### config.mk
export PLATFORM = sky130hd
export DESIGN_NAME = act_unpacker
export DESIGN_NICKNAME = d
export VERILOG_FILES = /design/src/rtl/act_unpacker.sv
export SDC_FILE = /design/constraint.sdc
export NUM_CORES = 1
export LEC_CHECK = 0
export BUFFER_PORTS_ARGS = -buffer_cell sky130_fd_sc_hd__buf_2
export CORE_MARGIN = 3
export CORE_UTILIZATION = 55
export DETAILED_ROUTE_END_ITERATION = 8
export GPL_TIMING_DRIVEN = 0
export PLACE_DENSITY = 0.77
export SYNTH_ARGS = -nofsm -noshare
export SYNTH_HDL_FRONTEND = slang
export SYNTH_SLANG_ARGS = --single-unit
### constraint.sdc
create_clock -name clk -period 8.4 [get_ports clk]
set_input_delay 1.26 -clock clk [delete_from_list [all_inputs] [get_ports clk]]
set_output_delay 1.26 -clock clk [all_outputs]
set_load 0.01 [all_outputs]
### src/rtl/act_unpacker.sv
// act_unpacker: streaming int8 activation unpacker for the KWS CFU input path.
// Takes one 32-bit word holding up to four packed int8 lanes and emits one
// 32-bit operand per cycle: (sign-extended lane + offset) << shift.
//
// State table:
//   state | meaning
//   IDLE  | no word held; ready to accept
//   EMIT  | word held; lane idx_q is presented on out_data
//
// Ports:
//   clk, reset            clock, asynchronous active-high reset
//   in_valid/in_ready     input word handshake
//   in_data, in_count     packed lanes (lane0 = [7:0]) and valid lane count
//   cfg_offset, cfg_shift per-word offset and left shift, sampled on accept
//   flush                 synchronous discard of the held word
//   out_valid/out_ready   output operand handshake
//   out_data, out_last    operand and final-lane marker
//   busy                  a word is held
module act_unpacker #(
    parameter int LANES = 4
) (
    input  logic        clk,
    input  logic        reset,
    input  logic        in_valid,
    output logic        in_ready,
    input  logic [31:0] in_data,
    input  logic [2:0]  in_count,
    input  logic [31:0] cfg_offset,
    input  logic [3:0]  cfg_shift,
    input  logic        flush,
    output logic        out_valid,
    input  logic        out_ready,
    output logic [31:0] out_data,
    output logic        out_last,
    output logic        busy
);

    typedef enum logic {
        IDLE = 1'b0,
        EMIT = 1'b1
    } state_t;

    state_t      state_q, state_d;
    logic [31:0] word_q, word_d;
    logic [31:0] off_q, off_d;
    logic [2:0]  cnt_q, cnt_d;
    logic [3:0]  sh_q, sh_d;
    logic [1:0]  idx_q, idx_d;

    logic [7:0]  lane;
    logic [31:0] lane_sext;
    logic [31:0] sum;
    logic [2:0]  cnt_norm;
    logic        accept;
    logic        xfer;

    always_comb begin
        lane = word_q[7:0];
        case (idx_q)
            2'd0: lane = word_q[7:0];
            2'd1: lane = word_q[15:8];
            2'd2: lane = word_q[23:16];
            2'd3: lane = word_q[31:24];
            default: lane = word_q[7:0];
        endcase
    end

    // Output path is a function of registers only; the add wraps and the
    // shift drops bits above bit 31.
    assign lane_sext = {{24{lane[7]}}, lane};
    assign sum       = lane_sext + off_q;
    assign out_data  = sum << sh_q;

    assign out_valid = (state_q == EMIT);
    assign busy      = out_valid;
    assign out_last  = out_valid && ({1'b0, idx_q} == (cnt_q - 3'd1));

    assign xfer   = out_valid && out_ready;
    // out_ready feeds in_ready directly so a new word can load in the same
    // cycle the last lane leaves, giving bubble-free back-to-back words.
    assign in_ready = !reset && !flush && ((state_q == IDLE) || (xfer && out_last));
    assign accept   = in_valid && in_ready;

    assign cnt_norm = ((in_count == 3'd0) || (in_count > 3'(LANES))) ? 3'(LANES) : in_count;

    always_comb begin
        state_d = state_q;
        word_d  = word_q;
        off_d   = off_q;
        cnt_d   = cnt_q;
        sh_d    = sh_q;
        idx_d   = idx_q;
        if (flush) begin
            state_d = IDLE;
            idx_d   = 2'd0;
        end else begin
            if (xfer && !out_last) begin
                idx_d = idx_q + 2'd1;
            end else if (xfer && out_last) begin
                state_d = IDLE;
                idx_d   = 2'd0;
            end
            // A load on the final transfer overrides the return to IDLE.
            if (accept) begin
                word_d  = in_data;
                cnt_d   = cnt_norm;
                off_d   = cfg_offset;
                sh_d    = cfg_shift;
                idx_d   = 2'd0;
                state_d = EMIT;
            end
        end
    end

    always_ff @(posedge clk or posedge reset) begin
        if (reset) begin
            state_q <= IDLE;
            word_q  <= 32'd0;
            off_q   <= 32'd0;
            cnt_q   <= 3'd0;
            sh_q    <= 4'd0;
            idx_q   <= 2'd0;
        end else begin
            state_q <= state_d;
            word_q  <= word_d;
            off_q   <= off_d;
            cnt_q   <= cnt_d;
            sh_q    <= sh_d;
            idx_q   <= idx_d;
        end
    end

endmodule

==> impl_metrics.ini <==
[run_status]
status = finished, final reports clean

[route]
route.antenna.remaining_nets = 0
drt_iter0_drc = 571
wire_per_inst_um = 19.4
totalWireLength_mm = 19.7
dr.pass1.iters = 5
viasPerCell = 6.28
dr_total_vias = 6379
drc = 0

[power_and_ir_drop]
power_density_nw_per_um2 = 359
irDropWorstVdd_mv = 0.169
leakagePower_nw = 3.55
power.total_w = 0.00278

[sta]
setup_viol = 0
finalMaxSlewViolations = 0
max-slew-margin-rel = 0.405
rsz0062_at_grt = false
fin_skew_ps = 7.04
worst_slew_pin_slew_ps = 892
fin_tns_setup_ps = 0
fin_crit_sh = 0.804
fmax_ghz = 0.148
fin_crit_ps = 6750
final-hold-violation-count = 0

[min_path]
min-delay-start = cnt_q[2]
min_path_type = reg -> reg
min_to = cnt_q[2]
hold_depth = 2

[floorplan]
rows = 39
fp.dieW_um = 117
dieHeight_um = 117
ioPinCount = 112
die_area_um2 = 13600
fp.coreArea_um2 = 11700
start_util = 0.576

[logic_synthesis]
yosysMostFrequentCell = nand2_1
synthesis.instances = 746
ys_seq_elements = 74
syn_area_um2 = 6720
syn_area_per_cell_um2 = 9.01
synthArstFlopShare = 1.00
synth_edf_count = 0
netlist.top_cell.by_area = dfrtp_1
yosysTopAreaCellShare = 0.276
synth_seq_area_share = 0.276
yosys-mux-area-fraction = 0.210
synth_compound_area_frac = 0.215
synth_common_cells = nand2_1 (89), dfrtp_1 (74), mux2_2 (71)
synth_nets = 863
yosysWarningCount = 0
synth-simple-area-share = 0.128
synth.distinct_cells = 75
synth_xor_area_frac = 0.0466
synth-adder-area-share = 0.0775
synthTopCellsByArea = dfrtp_1 (28%), mux2_2 (12%), ha_1 (7.4%)
ys.flop_type = dfrtp_1
synth_top_family_by_area = compound AO/OA/AOI/OAI gates

[critical_path]
crit_required_ps = 7140
ff2ff_path_depth = 11
crit_path_end_kind = output port
cp.arrival_ps = 5490
startpoint_type = flip-flop
r2r-end = off_q[18]
rrSetupSlack_ps = 5270
worst-path-max-fanout = 27
worst-setup-path-type = reg -> out
timing.rr.start = cnt_q[0]

[clock_network]
post-cts-setup-buffers = 0
clockBufferDepth = 2
cts.root.buffer_cell = clkbuf_16
cts.sinks = 74
htreeDepth = 3
clk_pin_slew_ps = 60
postCtsResizedCells = 0
hold_buffers = 0
cts_inserted_buffers = 9
cts_tree = built
clkLatencyLatePin_ps = 340

[finish]
layout.nets = 986
area_growth_pct = 15.5
drive_gt1_frac = 0.279
utilization = 0.666
diodes = 0

[placement]
gp_congestion = 0.971
portBuffers = 111
dpl.hpwl_mm = 15.5

[grt]
overflow = 0
use_met1 = 0.438
grtUsageMet3 = 0.0492
busiest_layer = met1
grt_usage = 0.293
grt_pass1_wl_mm = 30.9
antenna_found_initial = 0
grt_pass1_vias = 5931
use_met2 = 0.437
grt_max_degree = 75

[flow_run]
maxCapViolCount = 0
## placed cells by master (no fill, tap or decap), drive strengths merged, types with 13 or more instances in the layout
master | synthesis | final
mux4 | 13 | 13
inv | 35 | 36
mux2i | 32 | 32
o211ai | 15 | 15
mux2 | 71 | 71
xor2 | 16 | 16
dfrtp | 74 | 74
a21oi | 50 | 50
o21ai | 52 | 52
ha | 40 | 40
nor2 | 55 | 55
nand2 | 89 | 89
clkbuf | 26 | 35
buf | 19 | 131
xnor2 | 18 | 18
## per-layer routing
layer | vias up | share of wire
li1 | 2996 | -
met1 | 3076 | 0.47
met2 | 282 | 0.44
met3 | 25 | 0.076
met4 | 0 | 0.018
met5 | - | 0
## sequential cells by signal, summed over array words and instances (netlist names)
| register | cells |
|---|---|
| idx_q | 2 |
| word_q | 32 |
| off_q | 32 |
| busy | 1 |
| sh_q | 4 |
| cnt_q | 3 |
## cell type report
| cell class | count | area [um^2] |
|---|---|---|
| flip-flops and latches | 74 | 1850 |
| fillers | 978 | 3900 |
| well taps | 143 | 179 |
| inverters | 35 | 134 |
| plain buffers | 45 | 188 |
| multi-input cells | 592 | 4560 |
| clock inverters | 6 | 42.5 |
| clock buffers | 9 | 225 |
| repair buffers | 112 | 583 |
## cells by family (layout without fill, tap and decap cells)
kind of cell,after synthesis,in the layout
flip-flops,74,74
AO/OA/AOI/OAI,206,206
adder cells (fa/ha/maj),41,41
XOR/XNOR,34,34
multiplexers,116,116
AND/OR/NAND/NOR,195,195
buffers and inverters,80,207
## worst max-delay path by stage
stage                  start  cells after the start            to  slack (ps)
floorplan           idx_q[0]                     15  out_data[31]        1990
global placement    idx_q[0]                     14  out_data[25]         520
detailed placement  idx_q[0]                     16  out_data[25]        2170
CTS                 idx_q[0]                     18  out_data[27]        1720
global route        idx_q[0]                     17  out_data[31]        1320
finish              idx_q[0]                     17  out_data[27]        1650
## through the flow
step                instances  hold WS (ps)  instance area [um^2]  setup slack [ps]
CTS                      1016           511                  7760              1720
finish                   1016           511                  7760              1650
detailed placement       1001           496                  7500              2170
global placement         1000           489                  7450               518
global route             1016           523                  7760              1320
floorplan                 746           469                  6720              1990
## power breakdown
| group | switching, W | total (W) | leakage [nW] | internal, W |
|---|---|---|---|---|
| Sequential | 0.0000448 | 0.000481 | 0.890 | 0.000436 |
| Combinational | 0.00115 | 0.00195 | 2.54 | 0.000799 |
| Clock | 0.000158 | 0.000356 | 0.128 | 0.000199 |
## worst max-delay path: stages, from the launching register on
cell and delay [ps]:
dfrtp_1 440, inv_1 90, ha_1 190, clkbuf_1 250, a222oi_1 520, mux2i_4 210, buf_16 220, ha_1 410
nand2_1 200, nor4_1 400, a22oi_1 190, a311oi_2 410, a41oi_2 230, xnor2_2 220, inv_1 60, mux4_2 470
mux4_2 470, buf_2 150
No activity file was read; power rests on OpenSTA's default activity.
